File: config.mk
export PLATFORM = sky130hd
export DESIGN_NAME = interval_chain_adder
export DESIGN_NICKNAME = d
export VERILOG_FILES = /design/src/rtl/interval_chain_adder.sv
export SDC_FILE = /design/constraint.sdc
export NUM_CORES = 1
export LEC_CHECK = 0
export BUFFER_PORTS_ARGS = -buffer_cell sky130_fd_sc_hd__buf_2
export CAP_MARGIN = 15
export CORE_UTILIZATION = 55
export CTS_BUF_LIST = sky130_fd_sc_hd__clkbuf_4
export DETAILED_ROUTE_END_ITERATION = 12
export PLACE_DENSITY_LB_ADDON = 0.12
export SLEW_MARGIN = 20
export SYNTH_ARGS = -nofsm -noshare
export SYNTH_HDL_FRONTEND = slang
export SYNTH_SLANG_ARGS = --single-unit
File: constraint.sdc
create_clock -name clock -period 3.28 [get_ports clock]
set_input_delay 0 -clock clock [delete_from_list [all_inputs] [get_ports clock]]
set_output_delay 0 -clock clock [all_outputs]
set_load 0.05 [all_outputs]
File: src/rtl/interval_chain_adder.sv
// interval_chain_adder
//   Pipelined chain of STAGES signed add/clamp stages. Each stage adds its
//   own addend (captured with the item at input transfer) to the running value
//   and clamps the sum into [LO, HI]. A per-stage clamp bitmap travels with the
//   item. Valid/ready flow control lets bubbles collapse; the output registers
//   hold while stalled.
//
// Ports
//   clock, reset         rising-edge clock, asynchronous active-high reset
//   in_valid/in_ready    input handshake
//   in_data [W]          signed start value
//   in_addend [STAGES*W] flattened addends, slice k (k*W +: W) feeds stage k
//   out_valid/out_ready  output handshake
//   out_data [W]         signed final result
//   out_clamped          OR of out_clamp_stage
//   out_clamp_stage      bit k set when stage k clamped this item
//
// Optional feature (macro INTERVAL_CHAIN_STATS_EN)
//   stat_items  [32]     saturating count of output handshakes
//   stat_clamps [32]     saturating count of handshakes with out_clamped = 1

module interval_chain_adder #(
   parameter int W      = 8,
   parameter int STAGES = 3,
   parameter int LO     = -100,
   parameter int HI     = 100
) (
   input  logic                  clock,
   input  logic                  reset,
   input  logic                  in_valid,
   output logic                  in_ready,
   input  logic [W-1:0]          in_data,
   input  logic [STAGES*W-1:0]   in_addend,
   output logic                  out_valid,
   input  logic                  out_ready,
   output logic [W-1:0]          out_data,
   output logic                  out_clamped,
   output logic [STAGES-1:0]     out_clamp_stage
`ifdef INTERVAL_CHAIN_STATS_EN
   ,
   output logic [31:0]           stat_items,
   output logic [31:0]           stat_clamps
`endif
);

   localparam logic signed [W:0] LO_X = (W+1)'(LO);
   localparam logic signed [W:0] HI_X = (W+1)'(HI);

   // Returns {clamp_hit, result}; the sum is formed at W+1 bits so it cannot wrap.
   function automatic logic [W:0] add_clamp(input logic [W-1:0] a, input logic [W-1:0] b);
      logic signed [W:0] s;
      s = $signed({a[W-1], a}) + $signed({b[W-1], b});
      if (s < LO_X)
         add_clamp = {1'b1, LO_X[W-1:0]};
      else if (s > HI_X)
         add_clamp = {1'b1, HI_X[W-1:0]};
      else
         add_clamp = {1'b0, s[W-1:0]};
   endfunction

   logic [STAGES-1:0]   vld;
   logic [W-1:0]        dat   [STAGES];
   logic [STAGES-1:0]   clp   [STAGES];
   logic [STAGES*W-1:0] addq  [STAGES];
   logic [STAGES-1:0]   adv;
   logic [W-1:0]        res   [STAGES];
   logic [STAGES-1:0]   hit;

   // Advance chain: a stage moves when empty or when its successor moves.
   always_comb begin
      adv = '0;
      adv[STAGES-1] = ~vld[STAGES-1] | out_ready;
      for (int unsigned j = 1; j < STAGES; j++)
         adv[STAGES-1-j] = ~vld[STAGES-1-j] | adv[STAGES-j];
   end

   // Stage 0 works on the live input; later stages use the addends captured with the item.
   always_comb begin
      hit = '0;
      {hit[0], res[0]} = add_clamp(in_data, in_addend[W-1:0]);
      for (int unsigned k = 1; k < STAGES; k++)
         {hit[k], res[k]} = add_clamp(dat[k-1], addq[k-1][k*W +: W]);
   end

   always_ff @(posedge clock or posedge reset) begin
      if (reset) begin
         vld <= '0;
         for (int unsigned k = 0; k < STAGES; k++) begin
            dat[k]  <= '0;
            clp[k]  <= '0;
            addq[k] <= '0;
         end
      end else begin
         if (adv[0]) begin
            vld[0] <= in_valid;
            if (in_valid) begin
               dat[0]  <= res[0];
               clp[0]  <= STAGES'(hit[0]);
               addq[0] <= in_addend;
            end
         end
         for (int unsigned k = 1; k < STAGES; k++) begin
            if (adv[k]) begin
               vld[k] <= vld[k-1];
               if (vld[k-1]) begin
                  dat[k]  <= res[k];
                  clp[k]  <= clp[k-1] | (STAGES'(hit[k]) << k);
                  addq[k] <= addq[k-1];
               end
            end
         end
      end
   end

   assign in_ready        = adv[0];
   assign out_valid       = vld[STAGES-1];
   assign out_data        = dat[STAGES-1];
   assign out_clamp_stage = clp[STAGES-1];
   assign out_clamped     = |clp[STAGES-1];

`ifdef INTERVAL_CHAIN_STATS_EN
   always_ff @(posedge clock or posedge reset) begin
      if (reset) begin
         stat_items  <= '0;
         stat_clamps <= '0;
      end else if (out_valid && out_ready) begin
         if (stat_items != '1)
            stat_items <= stat_items + 32'd1;
         if (out_clamped && stat_clamps != '1)
            stat_clamps <= stat_clamps + 32'd1;
      end
   end
`endif

endmodule
==> metrics.txt, run 1 <==
# TYPE chip_impl_metric gauge
chip_impl_metric{name="final-setup-viol-count",unit=""} 0
chip_impl_metric{name="die-height",unit="microns"} 86.7
chip_impl_metric{name="finalHoldViolations",unit=""} 0
chip_impl_metric{name="path_max_fanout",unit=""} 4
chip_impl_info{name="critical_path_start_end_classification",value="flop to flop"} 1
chip_impl_metric{name="route.detailed.vias_per_inst",unit=""} 5.55
chip_impl_metric{name="cellLeakagePower",unit="nW"} 2.10
chip_impl_metric{name="detail_route.drc_violations",unit=""} 0
chip_impl_metric{name="ys_ff_latch",unit=""} 57
chip_impl_metric{name="worst_hold_slack",unit="ps"} 91.3
chip_impl_metric{name="yosys_warnings",unit=""} 0
chip_impl_info{name="hold_path.startpoint",value="in_data[0]"} 1
chip_impl_metric{name="gp_congestion",unit=""} 0.849
chip_impl_info{name="min-delay-path-class",value="input pin to flop"} 1
chip_impl_info{name="tritoncts",value="built"} 1
chip_impl_info{name="yosysTopAreaCell",value="sky130_fd_sc_hd__dfrtp_1"} 1
chip_impl_metric{name="number_of_antenna_cells_inserted",unit=""} 0
chip_impl_info{name="setup.worst_path.start",value="dat[8]"} 1
chip_impl_metric{name="fillCellCount",unit=""} 575
chip_impl_metric{name="grt_start_max_net_pins",unit=""} 37
chip_impl_metric{name="design.final.nets",unit=""} 552
chip_impl_metric{name="antenna_left",unit=""} 0
chip_impl_metric{name="placed_cell_area",unit="sq um"} 4200
chip_impl_metric{name="worst_slew_pin_slew",unit="ps"} 691
chip_impl_metric{name="initial_core_util",unit="%"} 57.5
chip_impl_metric{name="dpl.hpwl",unit="microns"} 6120
chip_impl_info{name="grt_setup_unrepaired",value="false"} 1
chip_impl_metric{name="placeableCoreArea",unit="sq um"} 6870
chip_impl_info{name="outcome",value="finished, final reports clean"} 1
chip_impl_metric{name="timing.max_slew.rel_slack",unit="%"} 53.9
chip_impl_metric{name="grt.overflow.total",unit=""} 0
chip_impl_metric{name="final_area",unit="sq um"} 4490
chip_impl_info{name="crit_path_start_kind",value="flop"} 1
chip_impl_metric{name="power_density",unit="nW/um^2"} 847
chip_impl_metric{name="synth-edff-count",unit=""} 0
chip_impl_metric{name="vdd_ir_drop_max",unit="mV"} 0.393
chip_impl_metric{name="postSynth.asyncResetShare",unit="%"} 100
chip_impl_metric{name="wl_per_cell",unit="microns"} 14.0
chip_impl_metric{name="floorplan.rows",unit=""} 30
chip_impl_metric{name="tritoncts_num_sinks",unit=""} 57
chip_impl_info{name="synthFlopType",value="sky130_fd_sc_hd__dfrtp_1"} 1
chip_impl_metric{name="initial_drc_count",unit=""} 143
chip_impl_metric{name="globalRouteTotalUtil",unit="%"} 24.6
chip_impl_metric{name="max-clock-path-buffers",unit=""} 2
chip_impl_info{name="cell_at_the_root_of_the_clock_tree",value="sky130_fd_sc_hd__clkbuf_4"} 1
chip_impl_metric{name="vias",unit=""} 3267
chip_impl_metric{name="max_stage_delay",unit="ps"} 450
chip_impl_metric{name="io_buffers",unit=""} 49
chip_impl_metric{name="synth-seq-area-share",unit="%"} 36.1
chip_impl_metric{name="place_ws",unit="ps"} 592
chip_impl_metric{name="fin_worst_skew",unit="ps"} 10.2
chip_impl_metric{name="combined_area_of_all_synthesized_cells",unit="sq um"} 3950
chip_impl_metric{name="max_freq",unit="GHz"} 0.369
chip_impl_metric{name="first_global_vias",unit=""} 3128
chip_impl_metric{name="ctsHtreeMaxLevel",unit=""} 3
chip_impl_metric{name="final_layout_size_suffix_gt1_share",unit="%"} 21.3
chip_impl_metric{name="ys_types",unit=""} 72
chip_impl_metric{name="period_share",unit="%"} 82.7
chip_impl_metric{name="initial_antenna_violation_count",unit=""} 0
chip_impl_metric{name="fin_util",unit="%"} 65.4
chip_impl_metric{name="postSynthCellCount",unit=""} 430
chip_impl_metric{name="grt_first_pass_wirelength",unit="microns"} 14400
chip_impl_metric{name="cts_resized",unit=""} 0
chip_impl_metric{name="worst_ep_required_time",unit="ps"} 3580
chip_impl_metric{name="synth.avg_cell_area",unit="sq um"} 9.18
chip_impl_metric{name="cap_viol_max_count",unit=""} 0
chip_impl_metric{name="wirelength",unit="microns"} 8260
chip_impl_metric{name="drt_pass1_iterations",unit=""} 4
chip_impl_metric{name="design_power_total",unit="mW"} 3.81
chip_impl_info{name="crit_chain",value="ha_1, fa_1, a211o_4, a2111o_1, o311ai_4, a311o_1, a22oi_2, mux2_4"} 1
chip_impl_info{name="synth_area_leaders",value="sky130_fd_sc_hd__dfrtp_1 36%, sky130_fd_sc_hd__nand2_1 11%, sky130_fd_sc_hd__ha_1 7.6%, sky130_fd_sc_hd__buf_4 2.1%, sky130_fd_sc_hd__nor2_1 2.1%"} 1
chip_impl_metric{name="timing.final.crit_period",unit="ps"} 2710
chip_impl_metric{name="die-width",unit="microns"} 86.7
chip_impl_metric{name="total_negative_setup_slack",unit="ps"} 0
chip_impl_metric{name="die_area",unit="sq um"} 7520
chip_impl_metric{name="finalWorstSetupSlack",unit="ps"} 568
chip_impl_info{name="worstSetupEndpointType",value="flop"} 1
chip_impl_metric{name="top_cell_type_s_share_of_synthesized_area",unit="%"} 36.1
chip_impl_metric{name="area_growth",unit="%"} 13.8
chip_impl_metric{name="clk_pin_slew",unit="ps"} 100
chip_impl_metric{name="final_max_slew_viol_count",unit=""} 0
chip_impl_info{name="crit-reg2reg-launch",value="dat[8]"} 1
chip_impl_info{name="crit_slowest_cell",value="sky130_fd_sc_hd__fa_1"} 1
chip_impl_metric{name="cts_made_buffers",unit=""} 9
chip_impl_metric{name="cp_num_buf_inv",unit=""} 0
chip_impl_metric{name="final_cells",unit=""} 589
chip_impl_info{name="timing.critical_path.max_delay_family",value="compound AO/OA/AOI/OAI gates"} 1
chip_impl_metric{name="top_level_ports",unit=""} 50
chip_impl_metric{name="worst_skew_pair_latency",unit="ps"} 410
chip_impl_metric{name="dp.cells",unit=""} 554
chip_impl_metric{name="syn-num-nets",unit=""} 493
chip_impl_metric{name="cp.arrival",unit="ps"} 3020
registers in the layout, indices dropped and copies added (netlist names):
register	cells
out_data	8
clp	3
dat	16
vld	3
out_clamp_stage	3
addq	24
logic make-up (layout without fill, tap and decap cells):
logic type | count (synthesis) | in the layout | share of synthesized area, %
XOR/XNOR | 13 | 13 | 2.88
buffers and inverters | 32 | 95 | 4.34
AND/OR/NAND/NOR | 192 | 192 | 22.1
adder cells (fa/ha/maj) | 33 | 33 | 10.8
flip-flops | 57 | 57 | 36.1
AO/OA/AOI/OAI | 98 | 98 | 22.2
multiplexers | 5 | 5 | 1.52
worst reg2reg max path, delay by kind of cell, from the launching register on:
kind	cells	cell delay [ps]
flops	1	400
compound gates	5	1270
fa+ha+maj	2	680
mux	1	270
synthesized netlist by cell type, types with 3 or more instances:
| master | instances |
|---|---|
| sky130_fd_sc_hd__a21o_1 | 7 |
| sky130_fd_sc_hd__nand3_1 | 4 |
| sky130_fd_sc_hd__nor2b_1 | 7 |
| sky130_fd_sc_hd__nand3b_1 | 4 |
| sky130_fd_sc_hd__or3_1 | 3 |
| sky130_fd_sc_hd__o21ai_1 | 6 |
| sky130_fd_sc_hd__buf_1 | 3 |
| sky130_fd_sc_hd__nor3b_1 | 5 |
| sky130_fd_sc_hd__a21oi_1 | 12 |
| sky130_fd_sc_hd__nor4_1 | 4 |
| sky130_fd_sc_hd__xnor2_1 | 7 |
| sky130_fd_sc_hd__o21a_1 | 9 |
| sky130_fd_sc_hd__dfrtp_1 | 57 |
| sky130_fd_sc_hd__a211oi_1 | 4 |
| sky130_fd_sc_hd__mux2_2 | 4 |
| sky130_fd_sc_hd__nand2b_1 | 11 |
| sky130_fd_sc_hd__nor3_1 | 6 |
| sky130_fd_sc_hd__o31ai_1 | 4 |
| sky130_fd_sc_hd__clkbuf_1 | 8 |
| sky130_fd_sc_hd__a221oi_2 | 5 |
| sky130_fd_sc_hd__nand2_1 | 114 |
| sky130_fd_sc_hd__inv_1 | 6 |
| sky130_fd_sc_hd__a311o_1 | 3 |
| sky130_fd_sc_hd__fa_1 | 3 |
| sky130_fd_sc_hd__o21ai_0 | 5 |
| sky130_fd_sc_hd__buf_4 | 11 |
| sky130_fd_sc_hd__o21bai_1 | 4 |
| sky130_fd_sc_hd__ha_1 | 24 |
| sky130_fd_sc_hd__nor2_1 | 22 |
| sky130_fd_sc_hd__xor2_1 | 6 |
| sky130_fd_sc_hd__maj3_2 | 6 |
layer usage:
| metal | wire length (microns) | part of all wire [%] | track usage (%) | vias up |
|---|---|---|---|---|
| met1 | 3770 | 46 | 30.8 | 1533 |
| li1 | - | - | - | 1646 |
| met3 | 278 | 3.4 | 4.29 | 13 |
| met5 | 0 | 0 | 0 | - |
| met4 | 167 | 2.0 | 10.6 | 0 |
| met2 | 4040 | 49 | 42.1 | 75 |
report_power, final:
group	internal, mW	switching [mW]	leakage, nW	total, mW
Combinational	0.964	1.42	1.36	2.38
Clock	0.140	0.265	0.0578	0.405
Sequential	0.898	0.120	0.684	1.02
cell type report:
cell class / count / area (sq um) / area share (%)
Clock buffer: 9 / 67.6 / 1.50
Tap cell: 96 / 120 / 2.67
Timing Repair Buffer: 73 / 475 / 10.6
Multi-Input combinational cell: 341 / 2350 / 52.3
Sequential cell: 57 / 1430 / 31.7
Inverter: 7 / 26.3 / 0.585
Clock inverter: 6 / 26.3 / 0.585
timing repair:
item,4_1_cts,5_1_grt
buffers inserted,0,0
hold buffers,20,0
endpoints found under the hold margin,40,0
worst paths after layout:
| path | end | slack, ps | depth (start not counted) |
|---|---|---|---|
| max | out_clamp_stage[2] | 570 | 8 |
| min | dat[16] | 90 | 4 |
| max reg2reg | out_clamp_stage[2] | 570 | 8 |
| min reg2reg | clp[3] | 470 | 2 |
| max in group asynchronous | addq[40] | 2320 | 4 |
| min in group asynchronous | vld[2] | 150 | 3 |
placed cells by master (no fill, tap or decap), types with 3 or more instances in the layout:
master	n
sky130_fd_sc_hd__xor2_1	6
sky130_fd_sc_hd__o21a_1	9
sky130_fd_sc_hd__nand2b_1	11
sky130_fd_sc_hd__nor4_1	4
sky130_fd_sc_hd__a311o_1	3
sky130_fd_sc_hd__o21ai_0	5
sky130_fd_sc_hd__buf_4	4
sky130_fd_sc_hd__mux2_2	4
sky130_fd_sc_hd__or3_1	3
sky130_fd_sc_hd__dfrtp_1	57
sky130_fd_sc_hd__clkinv_2	3
sky130_fd_sc_hd__a221oi_2	5
sky130_fd_sc_hd__clkbuf_4	9
sky130_fd_sc_hd__a211oi_1	4
sky130_fd_sc_hd__nand3b_1	4
sky130_fd_sc_hd__nor2_1	22
sky130_fd_sc_hd__nand2_1	114
sky130_fd_sc_hd__a21oi_1	12
sky130_fd_sc_hd__nor2b_1	7
sky130_fd_sc_hd__buf_2	49
sky130_fd_sc_hd__a21o_1	7
sky130_fd_sc_hd__inv_1	5
sky130_fd_sc_hd__o21bai_1	4
sky130_fd_sc_hd__nand3_1	4
sky130_fd_sc_hd__clkinv_1	3
sky130_fd_sc_hd__dlygate4sd3_1	20
sky130_fd_sc_hd__nor3b_1	5
sky130_fd_sc_hd__o21ai_1	6
sky130_fd_sc_hd__fa_1	3
sky130_fd_sc_hd__o31ai_1	4
sky130_fd_sc_hd__xnor2_1	7
sky130_fd_sc_hd__maj3_2	6
sky130_fd_sc_hd__ha_1	24
sky130_fd_sc_hd__nor3_1	6
(Power assumes the default switching activity.)
==> inputs of run 2 (changes only) <==
==> constraint.sdc (replaced) <==
create_clock -name clock -period 2.75 [get_ports clock]
set_input_delay 0 -clock clock [delete_from_list [all_inputs] [get_ports clock]]
set_output_delay 0 -clock clock [all_outputs]
set_load 0.05 [all_outputs]
==> run 2 against run 1 <==
Effect of this change: routed wire length grew 1.3%; sequential cell count is the same; highest routed layer unchanged; maximum frequency rose by 2.3%; final area rose by 1.2%; worst setup slack lost 470 ps; largest power group unchanged; non-clock buffer count increased by 3; clock-buffer cell count unchanged; sequential share of layout area is 0.38 points lower.
==> metrics.txt, run 2 (synthesized netlist as in run 1, its figures left out) <==
# TYPE chip_impl_metric gauge
chip_impl_metric{name="p_int",unit="mW"} 2.49
chip_impl_metric{name="dpl.hpwl",unit="microns"} 6350
chip_impl_metric{name="cp.arrival",unit="ps"} 2910
chip_impl_metric{name="finalHoldViolations",unit=""} 0
chip_impl_metric{name="top_level_ports",unit=""} 50
chip_impl_metric{name="cap_viol_max_count",unit=""} 0
chip_impl_metric{name="place_ws",unit="ps"} 56.6
chip_impl_metric{name="wirelength",unit="microns"} 8360
chip_impl_metric{name="detail_route.drc_violations",unit=""} 0
chip_impl_metric{name="max_freq",unit="GHz"} 0.377
chip_impl_metric{name="timing.final.crit_period",unit="ps"} 2650
chip_impl_metric{name="timing.max_slew.rel_slack",unit="%"} 53.4
chip_impl_info{name="largest_reg_by_ff_count",value="addq"} 1
chip_impl_metric{name="total_negative_setup_slack",unit="ps"} 0
chip_impl_info{name="hold_path.startpoint",value="in_addend[0]"} 1
chip_impl_metric{name="gp_congestion",unit=""} 0.807
chip_impl_metric{name="vias",unit=""} 3275
chip_impl_metric{name="worst_ep_required_time",unit="ps"} 3010
chip_impl_info{name="tritoncts",value="built"} 1
chip_impl_metric{name="area_growth",unit="%"} 15.1
chip_impl_info{name="cell_at_the_root_of_the_clock_tree",value="sky130_fd_sc_hd__clkbuf_4"} 1
chip_impl_metric{name="die-height",unit="microns"} 86.7
chip_impl_metric{name="final_layout_size_suffix_gt1_share",unit="%"} 22.0
chip_impl_metric{name="placed_cell_area",unit="sq um"} 4220
chip_impl_metric{name="worst_skew_pair_latency",unit="ps"} 380
chip_impl_metric{name="clk_pin_slew",unit="ps"} 100
chip_impl_metric{name="die-width",unit="microns"} 86.7
chip_impl_metric{name="grt.overflow.total",unit=""} 0
chip_impl_metric{name="antenna_left",unit=""} 0
chip_impl_metric{name="worst_slew_pin_slew",unit="ps"} 697
chip_impl_metric{name="postCtsSetupRepairBufs",unit=""} 0
chip_impl_metric{name="fin_util",unit="%"} 66.2
chip_impl_metric{name="fillCellCount",unit=""} 604
chip_impl_metric{name="finalWorstSetupSlack",unit="ps"} 98.0
chip_impl_metric{name="first_global_vias",unit=""} 3285
chip_impl_metric{name="design.final.nets",unit=""} 555
chip_impl_metric{name="ctsHtreeMaxLevel",unit=""} 3
chip_impl_metric{name="initial_core_util",unit="%"} 57.5
chip_impl_metric{name="period_share",unit="%"} 96.4
chip_impl_metric{name="switching_share",unit="%"} 46.4
chip_impl_info{name="crit_path_start_kind",value="flop"} 1
chip_impl_metric{name="max-clock-path-buffers",unit=""} 2
chip_impl_metric{name="tritoncts_num_sinks",unit=""} 57
chip_impl_info{name="critical_path_start_end_classification",value="flop to flop"} 1
chip_impl_metric{name="initial_drc_count",unit=""} 131
chip_impl_metric{name="sequentialPowerShare",unit="%"} 26.2
chip_impl_metric{name="globalRouteTotalUtil",unit="%"} 24.7
chip_impl_metric{name="floorplan.rows",unit=""} 30
chip_impl_metric{name="drt_pass1_iterations",unit=""} 4
chip_impl_metric{name="final-setup-viol-count",unit=""} 0
chip_impl_metric{name="cts_made_buffers",unit=""} 9
chip_impl_info{name="grt_setup_unrepaired",value="false"} 1
chip_impl_metric{name="final_area",unit="sq um"} 4550
chip_impl_metric{name="io_buffers",unit=""} 49
chip_impl_info{name="final_common_cell",value="sky130_fd_sc_hd__nand2_1"} 1
chip_impl_metric{name="number_of_antenna_cells_inserted",unit=""} 0
chip_impl_metric{name="wl_per_cell",unit="microns"} 14.1
chip_impl_metric{name="power.combinational.fraction",unit="%"} 61.8
chip_impl_info{name="layout_common_cells",value="114 x sky130_fd_sc_hd__nand2_1, 57 x sky130_fd_sc_hd__dfrtp_1, 49 x sky130_fd_sc_hd__buf_2"} 1
chip_impl_metric{name="grt_start_max_net_pins",unit=""} 35
chip_impl_metric{name="final_max_slew_viol_count",unit=""} 0
chip_impl_info{name="worstSetupEndpointType",value="flop"} 1
chip_impl_info{name="setup.worst_path.start",value="dat[16]"} 1
chip_impl_metric{name="largest_reg_flops",unit=""} 24
chip_impl_metric{name="power_density",unit="nW/um^2"} 1020
chip_impl_metric{name="vdd_ir_drop_max",unit="mV"} 0.431
chip_impl_metric{name="initial_antenna_violation_count",unit=""} 0
chip_impl_metric{name="grt_first_pass_wirelength",unit="microns"} 14600
chip_impl_metric{name="route.detailed.vias_per_inst",unit=""} 5.53
chip_impl_metric{name="path_max_fanout",unit=""} 4
chip_impl_metric{name="die_area",unit="sq um"} 7520
chip_impl_metric{name="design_power_total",unit="mW"} 4.65
chip_impl_info{name="crit-reg2reg-launch",value="dat[16]"} 1
chip_impl_metric{name="placeableCoreArea",unit="sq um"} 6870
chip_impl_metric{name="cellLeakagePower",unit="nW"} 2.13
chip_impl_metric{name="p_sw",unit="mW"} 2.15
chip_impl_info{name="min-delay-path-class",value="input pin to flop"} 1
chip_impl_metric{name="fin_worst_skew",unit="ps"} 12.1
chip_impl_metric{name="clock_power_share",unit="%"} 11.9
chip_impl_info{name="outcome",value="finished, final reports clean"} 1
## run 2: power groups by stage
stage                     clock [mW]  combinational, mW  sequential [mW]
after floorplan                    0               2.44             1.19
after global placement             0               2.75             1.23
after global routing           0.611               3.16             1.25
after detailed placement           0               2.83             1.24
final                          0.554               2.87             1.22
after CTS                      0.568               2.86             1.22
## run 2: area by class of cell
| class | count | area [sq um] | area share, % |
|---|---|---|---|
| tap | 96 | 120 | 2.64 |
| clock buffer | 9 | 67.6 | 1.49 |
| clock inverter | 6 | 50.0 | 1.10 |
| timing repair buffer | 76 | 498 | 11.0 |
| sequential | 57 | 1430 | 31.4 |
| inverter | 7 | 26.3 | 0.578 |
| multi-input combinational | 341 | 2360 | 51.9 |
## run 2: routing by layer
metal | vias up | GRT usage (%) | wire [microns]
met1 | 1558 | 30.5 | 3810
met2 | 48 | 43.3 | 4230
met5 | - | 0 | 0
met3 | 14 | 4.10 | 170
li1 | 1655 | - | -
met4 | 0 | 9.70 | 155
## run 2: worst paths after layout
check                      cells after the start  slack, ps                  to
setup / recovery                               8        100              dat[9]
hold / removal                                 4         80             dat[16]
setup reg to reg                               8        100              dat[9]
hold reg to reg                                2        470  out_clamp_stage[0]
max in group asynchronous                      4       1800             dat[20]
min in group asynchronous                      3        290            addq[43]
## run 2: stage by stage
stage          instances  hold slack [ps]
2_1_floorplan        430              105
3_3_place_gp         557              154
3_5_place_dp         557              154
4_1_cts              592             85.1
5_1_grt              592              106
6_report             592             82.0
## run 2: timing repair
action                                  in CTS  in global routing
gates resized for setup                      0                  2
endpoints found under the setup margin       0                  4
endpoints found under the hold margin       51                  0
hold buffers                                20                  0
## run 2: worst max-delay path, stage by stage, from the launching register on
cell and delay [ps]:
sky130_fd_sc_hd__dfrtp_1 390, sky130_fd_sc_hd__ha_1 260, sky130_fd_sc_hd__fa_1 440, sky130_fd_sc_hd__a21oi_1 200
sky130_fd_sc_hd__nor2_1 80, sky130_fd_sc_hd__or3_1 360, sky130_fd_sc_hd__a221oi_2 410, sky130_fd_sc_hd__nor4_1 120
sky130_fd_sc_hd__a221o_1 270
